==> src/rtl/ercm_pkg.sv <==
// ercm_pkg: shared widths, FSM states and helpers for the ERCM multiplier arbiter
package ercm_pkg;
    localparam int OP_W = 8;
    localparam int MASK_W = 7;
    localparam int P_W = 16;
    typedef enum logic [1:0] {IDLE, BUSY, RESP} state_t;
    function automatic int id_w(input int n);
        return n > 1 ? $clog2(n) : 1;
    endfunction
    // Distance of requester i from the round-robin search start (last + 1)
    function automatic int rr_dist(input int i, input int last, input int n);
        return (i + n - 1 - last) % n;
    endfunction
endpackage

==> src/rtl/ercm_mul_arbiter_if.sv <==
// ercm_mul_arbiter_if: requester, multiplier and response signals of the arbiter
interface ercm_mul_arbiter_if
    import ercm_pkg::*;
#(
    parameter int NREQ = 2
);
    localparam int ID_W = id_w(NREQ);
    logic [NREQ-1:0] req_valid;
    logic [NREQ-1:0] req_ready;
    logic [OP_W*NREQ-1:0] req_a;
    logic [OP_W*NREQ-1:0] req_b;
    logic [MASK_W*NREQ-1:0] req_mask;
    logic [OP_W-1:0] mul_a;
    logic [OP_W-1:0] mul_b;
    logic [MASK_W-1:0] mul_mask;
    logic [P_W-1:0] mul_p;
    logic resp_valid;
    logic [ID_W-1:0] resp_id;
    logic [P_W-1:0] resp_p;
    modport master (
        output req_valid, req_a, req_b, req_mask, mul_p,
        input  req_ready, mul_a, mul_b, mul_mask, resp_valid, resp_id, resp_p
    );
    modport slave (
        input  req_valid, req_a, req_b, req_mask, mul_p,
        output req_ready, mul_a, mul_b, mul_mask, resp_valid, resp_id, resp_p
    );
endinterface

==> src/rtl/ercm_rr_arb.sv <==
// ercm_rr_arb: combinational round-robin pick, searching upward from last_grant + 1
module ercm_rr_arb
    import ercm_pkg::*;
#(
    parameter int NREQ = 2,
    parameter int ID_W = id_w(NREQ)
) (
    input  logic [NREQ-1:0] req_valid,
    input  logic [ID_W-1:0] last_grant,
    output logic [NREQ-1:0] grant,
    output logic [ID_W-1:0] grant_idx,
    output logic            any_valid
);
    int best;
    always_comb begin
        grant = '0;
        grant_idx = '0;
        best = NREQ;
        for (int i = 0; i < NREQ; i++) begin
            if (req_valid[i] && rr_dist(i, int'(last_grant), NREQ) < best) begin
                best = rr_dist(i, int'(last_grant), NREQ);
                grant = NREQ'(1) << i;
                grant_idx = ID_W'(i);
            end
        end
    end
    assign any_valid = |req_valid;
endmodule

==> src/rtl/ercm_mul_arbiter.sv <==
// ercm_mul_arbiter: shares one combinational approximate multiplier among NREQ clients,
// holding its inputs for SETTLE cycles before sampling the product.
module ercm_mul_arbiter
    import ercm_pkg::*;
#(
    parameter int NREQ = 2,
    parameter int SETTLE = 4
) (
    input logic clk,
    input logic rst,
    ercm_mul_arbiter_if.slave bus
);
    localparam int ID_W = id_w(NREQ);
    localparam int CNT_W = SETTLE > 1 ? $clog2(SETTLE) : 1;
    state_t state, state_n;
    logic [ID_W-1:0] last_grant, grant_idx, id_q;
    logic [NREQ-1:0] grant;
    logic any_valid, take;
    logic [CNT_W-1:0] cnt;
    logic [OP_W-1:0] sel_a, sel_b;
    logic [MASK_W-1:0] sel_mask;

    ercm_rr_arb #(.NREQ(NREQ), .ID_W(ID_W)) u_arb (
        .req_valid (bus.req_valid),
        .last_grant(last_grant),
        .grant     (grant),
        .grant_idx (grant_idx),
        .any_valid (any_valid)
    );

    assign bus.req_ready = state == IDLE ? grant : '0;
    assign take = state == IDLE && any_valid;
    assign bus.resp_valid = state == RESP;

    always_comb begin
        sel_a = '0;
        sel_b = '0;
        sel_mask = '0;
        for (int i = 0; i < NREQ; i++) begin
            if (grant[i]) begin
                sel_a = bus.req_a[OP_W*i +: OP_W];
                sel_b = bus.req_b[OP_W*i +: OP_W];
                sel_mask = bus.req_mask[MASK_W*i +: MASK_W];
            end
        end
    end

    always_comb begin
        state_n = state;
        if (state == IDLE && any_valid) state_n = BUSY;
        if (state == BUSY && cnt == '0) state_n = RESP;
        if (state == RESP) state_n = IDLE;
    end

    // Multiplier inputs only change on acceptance, so the product path sees stable operands
    always_ff @(posedge clk) begin
        if (rst) begin
            state <= IDLE;
            last_grant <= ID_W'(NREQ - 1);
            id_q <= '0;
            cnt <= '0;
            bus.mul_a <= '0;
            bus.mul_b <= '0;
            bus.mul_mask <= '0;
            bus.resp_id <= '0;
            bus.resp_p <= '0;
        end else begin
            state <= state_n;
            if (take) begin
                bus.mul_a <= sel_a;
                bus.mul_b <= sel_b;
                bus.mul_mask <= sel_mask;
                id_q <= grant_idx;
                last_grant <= grant_idx;
                cnt <= CNT_W'(SETTLE - 1);
            end
            if (state == BUSY) begin
                if (cnt == '0) begin
                    bus.resp_p <= bus.mul_p;
                    bus.resp_id <= id_q;
                end else begin
                    cnt <= cnt - 1'b1;
                end
            end
        end
    end
endmodule

==> src/flat_wrapper.sv <==
// flat-port wrapper written by rule: the top's interface ports become plain ports
module ercm_mul_arbiter_flat import ercm_pkg::*;
#(
    parameter int NREQ = 2,
    parameter int SETTLE = 4
)
  (clk, rst, bus_req_valid, bus_req_a, bus_req_b, bus_req_mask, bus_mul_p, bus_req_ready, bus_mul_a, bus_mul_b, bus_mul_mask, bus_resp_valid, bus_resp_id, bus_resp_p);
  ercm_mul_arbiter_if #(.NREQ(NREQ)) bus_i ();
  input logic clk;
  input logic rst;
  input wire logic [$bits(bus_i.req_valid)-1:0] bus_req_valid;
  input wire logic [$bits(bus_i.req_a)-1:0] bus_req_a;
  input wire logic [$bits(bus_i.req_b)-1:0] bus_req_b;
  input wire logic [$bits(bus_i.req_mask)-1:0] bus_req_mask;
  input wire logic [$bits(bus_i.mul_p)-1:0] bus_mul_p;
  output wire logic [$bits(bus_i.req_ready)-1:0] bus_req_ready;
  output wire logic [$bits(bus_i.mul_a)-1:0] bus_mul_a;
  output wire logic [$bits(bus_i.mul_b)-1:0] bus_mul_b;
  output wire logic [$bits(bus_i.mul_mask)-1:0] bus_mul_mask;
  output wire logic [$bits(bus_i.resp_valid)-1:0] bus_resp_valid;
  output wire logic [$bits(bus_i.resp_id)-1:0] bus_resp_id;
  output wire logic [$bits(bus_i.resp_p)-1:0] bus_resp_p;
  assign bus_i.req_valid = bus_req_valid;
  assign bus_i.req_a = bus_req_a;
  assign bus_i.req_b = bus_req_b;
  assign bus_i.req_mask = bus_req_mask;
  assign bus_i.mul_p = bus_mul_p;
  assign bus_req_ready = bus_i.req_ready;
  assign bus_mul_a = bus_i.mul_a;
  assign bus_mul_b = bus_i.mul_b;
  assign bus_mul_mask = bus_i.mul_mask;
  assign bus_resp_valid = bus_i.resp_valid;
  assign bus_resp_id = bus_i.resp_id;
  assign bus_resp_p = bus_i.resp_p;
  ercm_mul_arbiter #(.NREQ(NREQ), .SETTLE(SETTLE)) u_core (.clk(clk), .rst(rst), .bus(bus_i));
endmodule
==> config.mk <==
export PLATFORM = sky130hd
export DESIGN_NAME = ercm_mul_arbiter_flat
export DESIGN_NICKNAME = d
export VERILOG_FILES = /design/src/rtl/ercm_pkg.sv /design/src/rtl/ercm_mul_arbiter_if.sv /design/src/rtl/ercm_rr_arb.sv /design/src/rtl/ercm_mul_arbiter.sv /design/src/flat_wrapper.sv
export SDC_FILE = /design/constraint.sdc
export NUM_CORES = 1
export LEC_CHECK = 0
export BUFFER_PORTS_ARGS = -buffer_cell sky130_fd_sc_hd__buf_2
export CORE_UTILIZATION = 40
export CTS_BUF_LIST = sky130_fd_sc_hd__clkbuf_8
export DETAILED_ROUTE_END_ITERATION = 8
export PLACE_DENSITY = 0.85
export SLEW_MARGIN = 20
export SYNTH_ARGS = -nofsm -noshare
export SYNTH_HDL_FRONTEND = slang
export SYNTH_SLANG_ARGS = --single-unit
==> constraint.sdc <==
create_clock -name clk -period 1.83 [get_ports clk]
set_input_delay 0.2745 -clock clk [delete_from_list [all_inputs] [get_ports clk]]
set_output_delay 0.2745 -clock clk [all_outputs]
set_load 0.005 [all_outputs]
==> results of run 1 <==
[routing by layer]
metal  GRT usage  part of all wire
met5           0                 0
met2      0.3197              0.47
met1      0.2315              0.45
met4     0.07407             0.013
met3     0.04583             0.061
[power by group]
| part | switching [W] | total [W] | internal [W] |
|---|---|---|---|
| logic | 0.000330 | 0.000633 | 0.000302 |
| clock network | 0.000318 | 0.000575 | 0.000256 |
| registers | 0.0000777 | 0.00120 | 0.00112 |
[kinds of logic after synthesis]
| family | after synthesis |
|---|---|
| AO/OA/AOI/OAI | 94 |
| buffers and inverters | 28 |
| flip-flops | 46 |
| AND/OR/NAND/NOR | 54 |
[flip-flops by register name, indices dropped and copies added (netlist names)]
signal	count
u_core.cnt	2
u_core.state	2
u_core.bus.mul_b	8
u_core.bus.mul_a	8
u_core.bus.resp_id	1
u_core.id_q	1
u_core.bus.resp_p	16
u_core.last_grant	1
u_core.bus.mul_mask	7
[cell type report]
cell class                 instances  share of cell area
inverter                           3            0.004296
clock inverter                     2            0.004296
clock buffer                       5             0.02625
timing repair buffer             119              0.2425
tap                               67             0.03198
multi-input combinational        148              0.3394
sequential                        46              0.3513
[through the flow]
| step | instance area [sq um] | total power, W | instances | util |
|---|---|---|---|---|
| global route | 2621 | 0.002551 | 390 | 0.5550 |
| floorplan | 1962 | 0.001608 | 222 | - |
| CTS | 2621 | 0.002432 | 390 | 0.5550 |
| detailed placement | 2541 | 0.001862 | 383 | 0.5380 |
| finish | 2621 | 0.002410 | 390 | 0.5550 |
| global placement | 2541 | 0.001842 | 383 | 0.5380 |
[worst paths after layout]
kind,endpoint,cells past startpoint
setup / recovery,bus_req_ready[0],4
hold / removal,u_core.bus.resp_p[0]$_SDFFE_PP0P_,3
setup reg to reg,u_core.bus.resp_p[10]$_SDFFE_PP0P_,3
hold reg to reg,u_core.bus.resp_p[2]$_SDFFE_PP0P_,2
[Yosys cell counts]
library cell  instances  area share
dfxtp_1              46        0.47
a21oi_1              43        0.11
nand2_1              35       0.067
a211oi_1             23       0.088
a32oi_1              23        0.10
buf_2                13       0.033
clkbuf_1              7       0.013
nor2_1                7       0.013
inv_1                 3      0.0057
buf_6                 2       0.011
nand2b_1              2      0.0064
o21ai_0               2      0.0051
or2_2                 2      0.0064
a21boi_2              1      0.0057
a221o_1               1      0.0051
a221oi_1              1      0.0045
and4bb_2              1      0.0064
buf_1                 1      0.0019
buf_4                 1      0.0038
buf_8                 1      0.0077
nand2_2               1      0.0032
nor2_2                1      0.0032
nor3_1                1      0.0025
nor3b_1               1      0.0038
nor4b_4               1       0.012
or3_1                 1      0.0032
or4b_1                1      0.0051
[worst max-delay path, stage by stage, from the launching register on]
cell     delay (ns)
dfxtp_1        0.39
nor2_2         0.38
nand2_1        0.13
nor2_1         0.09
buf_2          0.12
==> flow_metrics.py, run 1 <==
metrics = {
    "outcome": {
        "outcome": "completed",
    },
    "cells_and_area": {
        "final_nets": 389,
        "multi_input_area_sq_um": 889.6,
        "n_fill_cell": 445,
        "regArea_sq_um": 920.9,
        "most-common-layout-cells": "buf_2 (108), dfxtp_1 (46), a21oi_1 (43)",
        "mostFrequentLayoutCell": "buf_2",
        "syn_to_final_growth_pct": 33.61,
        "drive_gt1_frac": 0.4087,
        "n_antenna_cell": 0,
    },
    "timing": {
        "fmax_mhz": 599.7,
        "holdWs_ns": 0.2164,
        "rsz0062_at_grt": "false",
        "max_slew_margin": 0.6389,
        "fin_worst_skew_ns": 0.003995,
        "finalMaxSlewViolations": 0,
        "worst_pin_slew_ns": 0.5416,
        "setup_tns_ns": 0,
        "setup_violations": 0,
        "finalHoldViolCount": 0,
        "finalCritPeriodShare": 0.9112,
        "layout_setup_ws_ns": 0.1626,
        "period_minus_slack_ns": 1.667,
    },
    "floorplan": {
        "ios": 109,
        "floorplan.initialDensity": 0.4154,
        "die_w_um": 72.04,
        "dieArea_sq_um": 5189,
        "core_area_sq_um": 4723,
        "die_y_um": 72.04,
        "placementRows": 25,
    },
    "synth": {
        "synth_cell_types": 27,
        "yosys.area_share.simple": 0.1327,
        "synth-seq-cells": 46,
        "synth_mux_area_frac": 0,
        "mappedNetlistArea_sq_um": 1962,
        "yosysSeqAreaShare": 0.4694,
        "synth_xor_area_frac": 0,
        "synth_compound_area_frac": 0.3208,
        "yosys.area_share.adder": 0,
        "syn_nets": 288,
        "avgSynthCellArea_sq_um": 8.837,
        "synth_warnings": 0,
        "synth_top_family_by_area": "compound AO/OA/AOI/OAI gates",
        "syn_inst": 222,
    },
    "route": {
        "wl_per_cell_um": 12.73,
        "dr.pass1.iters": 4,
        "postRouteAntennaNets": 0,
        "dr_total_vias": 2015,
        "drc": 0,
        "drtIter0Drc": 78,
        "via_per_inst": 5.167,
        "drt_wl_total_um": 4965,
    },
    "critical_path": {
        "cp-end-kind": "primary output",
        "critPathMaxFanout": 9,
        "r2r_start": "u_core.state[1]$_SDFFE_PP0P_",
        "r2r_slack_ns": 0.24,
        "startpoint": "u_core.state[0]$_SDFFE_PP0P_",
        "crit_type": "reg -> out",
        "cp.arrival_ns": 1.39,
        "worstPathRequired_ns": 1.56,
        "worstSetupStartpointType": "flop",
    },
    "clock_network": {
        "clk_latency_ns": 0.29,
        "clkTransAtPathRegs_ns": 0.08,
        "cts_tree": "done",
        "post-cts-setup-buffers": 0,
        "hold_buffers": 0,
        "cts-root-buf": "clkbuf_8",
        "htree_levels": 2,
        "clock-sinks": 46,
        "cts_resized": 0,
        "cts_buffer_depth": 2,
        "cts_buffers": 5,
    },
    "global_routing": {
        "grt_first_pass_wirelength_um": 7783,
        "grt_pass1_vias": 1764,
        "grt_use_total": 0.1887,
        "grt-ovfl-total": 0,
        "grt_max_degree": 28,
        "antenna_found_initial": 0,
    },
    "power": {
        "power.leakage_nw": 1.175,
        "peakVddDrop_mv": 0.4780,
        "power_density_nw_per_um2": 919.3,
    },
    "min_path": {
        "hold_path.class": "in -> reg",
        "holdCritStartpoint": "bus_mul_p[0]",
    },
    "placement": {
        "dp_hpwl_um": 3614,
        "pre_cts_slack_ns": 0.2385,
        "place_congestion": 0.8136,
        "io_buffers": 108,
    },
    "run": {
        "cap_viol_max_count": 0,
    },
}
(Power assumes the default switching activity.)
==> run 2: changes to the inputs <==
--- a/config.mk
+++ b/config.mk
@@ -6,10 +6,10 @@
 export NUM_CORES = 1
 export LEC_CHECK = 0
 export BUFFER_PORTS_ARGS = -buffer_cell sky130_fd_sc_hd__buf_2
-export CORE_UTILIZATION = 40
+export CORE_UTILIZATION = 46
 export CTS_BUF_LIST = sky130_fd_sc_hd__clkbuf_8
 export DETAILED_ROUTE_END_ITERATION = 8
-export PLACE_DENSITY = 0.85
+export PLACE_DENSITY = 0.95
 export SLEW_MARGIN = 20
 export SYNTH_ARGS = -nofsm -noshare
 export SYNTH_HDL_FRONTEND = slang
==> run 2 against run 1 <==
  * Final area increased by 1.7%
  * Cell count fell by 4.1%
  * Sequential power barely moved
  * Critical path type is now reg -> reg
  * Largest power group unchanged
==> flow_metrics.py, run 2 (synthesis gave the netlist of run 1 again) <==
metrics = {
    "clock_network": {
        "htree_levels": 2,
        "hold_buffers": 0,
        "clkTransAtPathRegs_ns": 0.09,
        "clock-sinks": 46,
        "cts_resized": 0,
        "post-cts-setup-buffers": 0,
        "cts_buffers": 5,
        "cts-root-buf": "clkbuf_8",
        "cts_buffer_depth": 2,
        "clk_latency_ns": 0.30,
        "cts_tree": "done",
    },
    "cells_and_area": {
        "reg.largest.list": "u_core.bus.resp_p x16, u_core.bus.mul_a x8, u_core.bus.mul_b x8",
        "n_antenna_cell": 0,
        "drive_gt1_frac": 0.4167,
        "final_nets": 389,
        "mostFrequentLayoutCell": "buf_2",
        "stdcell_area_sq_um": 2665,
        "syn_to_final_growth_pct": 35.84,
        "largest_reg_flops": 16,
        "most-common-layout-cells": "buf_2 (108), dfxtp_1 (46), a21oi_1 (43)",
        "largest_register": "u_core.bus.resp_p",
    },
    "floorplan": {
        "die_y_um": 67.31,
        "placementRows": 23,
        "ios": 109,
        "floorplan.initialDensity": 0.4835,
        "core_area_sq_um": 4058,
        "dieArea_sq_um": 4530,
        "die_w_um": 67.31,
    },
    "power": {
        "clkPwrFrac": 0.332,
        "power.leakage_nw": 1.205,
        "combPwrFrac": 0.233,
        "power_density_nw_per_um2": 1039,
        "p_int_w": 0.002014,
        "seqPwrFrac": 0.436,
        "finalPower_w": 0.002768,
        "p_sw_frac": 0.2725,
        "p_sw_w": 0.0007543,
        "peakVddDrop_mv": 0.6742,
    },
    "global_routing": {
        "grt-ovfl-total": 0,
        "grt_max_degree": 26,
        "antenna_found_initial": 0,
        "grt_pass1_vias": 1828,
        "grt_use_total": 0.2298,
        "grt_first_pass_wirelength_um": 7797,
    },
    "timing": {
        "fin_worst_skew_ns": 0.007450,
        "finalCritPeriodShare": 0.8892,
        "period_minus_slack_ns": 1.627,
        "worst_pin_slew_ns": 0.5639,
        "setup_violations": 0,
        "finalMaxSlewViolations": 0,
        "fmax_mhz": 614.5,
        "setup_tns_ns": 0,
        "max_slew_margin": 0.6241,
        "finalHoldViolCount": 0,
        "rsz0062_at_grt": "false",
        "layout_setup_ws_ns": 0.2027,
    },
    "critical_path": {
        "r2r-end": "u_core.bus.resp_p[4]$_SDFFE_PP0P_",
        "critPathMaxFanout": 17,
        "crit_type": "reg -> reg",
        "cp-end-kind": "flop",
        "worstSetupStartpointType": "flop",
        "crit_path_end": "u_core.bus.resp_p[4]$_SDFFE_PP0P_",
        "r2r_slack_ns": 0.20,
        "worstPathRequired_ns": 2.03,
        "r2r_start": "u_core.state[0]$_SDFFE_PP0P_",
        "startpoint": "u_core.state[0]$_SDFFE_PP0P_",
        "cp.arrival_ns": 1.82,
        "reg2reg_depth": 3,
    },
    "placement": {
        "io_buffers": 108,
        "dp_hpwl_um": 3740,
        "place_congestion": 0.8364,
        "postPlaceCellArea_sq_um": 2522,
        "pre_cts_slack_ns": 0.2188,
    },
    "route": {
        "via_per_inst": 5.556,
        "wl_per_cell_um": 14.11,
        "drc": 0,
        "drt_wl_total_um": 5277,
        "dr.pass1.iters": 4,
        "dr_total_vias": 2078,
        "postRouteAntennaNets": 0,
        "drtIter0Drc": 72,
    },
    "min_path": {
        "hold_path.class": "in -> reg",
    },
    "outcome": {
        "outcome": "completed",
    },
    "run": {
        "cap_viol_max_count": 0,
    },
}
run 2: cell types whose count changed in the layout (fill, tap and decap cells not counted), sizes merged:
cell,change
bufinv,+2
clkinvlp,-1
clkbuf,+1
inv,-1
run 2: worst min path at each step:
stage	from	to	slack (ns)	cells past startpoint
after floorplan	bus_mul_p[0]	u_core.bus.resp_p[0]$_SDFFE_PP0P_	0.41	2
after global placement	u_core.bus.resp_p[7]$_SDFFE_PP0P_	u_core.bus.resp_p[7]$_SDFFE_PP0P_	0.44	2
after detailed placement	u_core.bus.resp_p[9]$_SDFFE_PP0P_	u_core.bus.resp_p[9]$_SDFFE_PP0P_	0.44	2
after CTS	bus_mul_p[3]	u_core.bus.resp_p[3]$_SDFFE_PP0P_	0.20	3
after global routing	bus_mul_p[9]	u_core.bus.resp_p[9]$_SDFFE_PP0P_	0.21	3
final	bus_mul_p[3]	u_core.bus.resp_p[3]$_SDFFE_PP0P_	0.20	3
run 2: power groups by stage:
stage               Clock (W)  Combinational, W  Sequential [W]
floorplan                   0          0.000386         0.00122
global placement            0          0.000624         0.00122
detailed placement          0          0.000648         0.00123
CTS                  0.000929          0.000648         0.00120
global route         0.000969          0.000715         0.00122
finish               0.000918          0.000644         0.00121
run 2: layer usage:
metal / vias to the layer above / wire length, um / global-route usage
li1: 1019 / - / -
met4: 0 / 34 / 0.06117
met1: 950 / 2188 / 0.2430
met2: 105 / 2590 / 0.4300
met3: 4 / 463 / 0.07601
met5: - / 0 / 0
run 2: stage by stage:
| stage | utilization | hold WS, ns | cells |
|---|---|---|---|
| detailed placement | 0.6216 | 0.4430 | 366 |
| floorplan | - | 0.4105 | 222 |
| global route | 0.6568 | 0.2057 | 374 |
| CTS | 0.6568 | 0.1994 | 374 |
| global placement | 0.6216 | 0.4370 | 366 |
| finish | 0.6568 | 0.1988 | 374 |
run 2: critical path, stage by stage, from the launching register on:
cell and delay [ns]:
dfxtp_1 0.49, or4b_1 0.77, nand2_1 0.17, a21oi_1 0.09
run 2: cell type report:
cell class	count	area [sq um]
fillers	337	1393
flip-flops and latches	46	920.9
multi-input cells	148	892.1
repair buffers	119	635.6
clock buffers	6	82.58
well taps	50	62.56
clock inverters	2	60.06
inverters	3	11.26
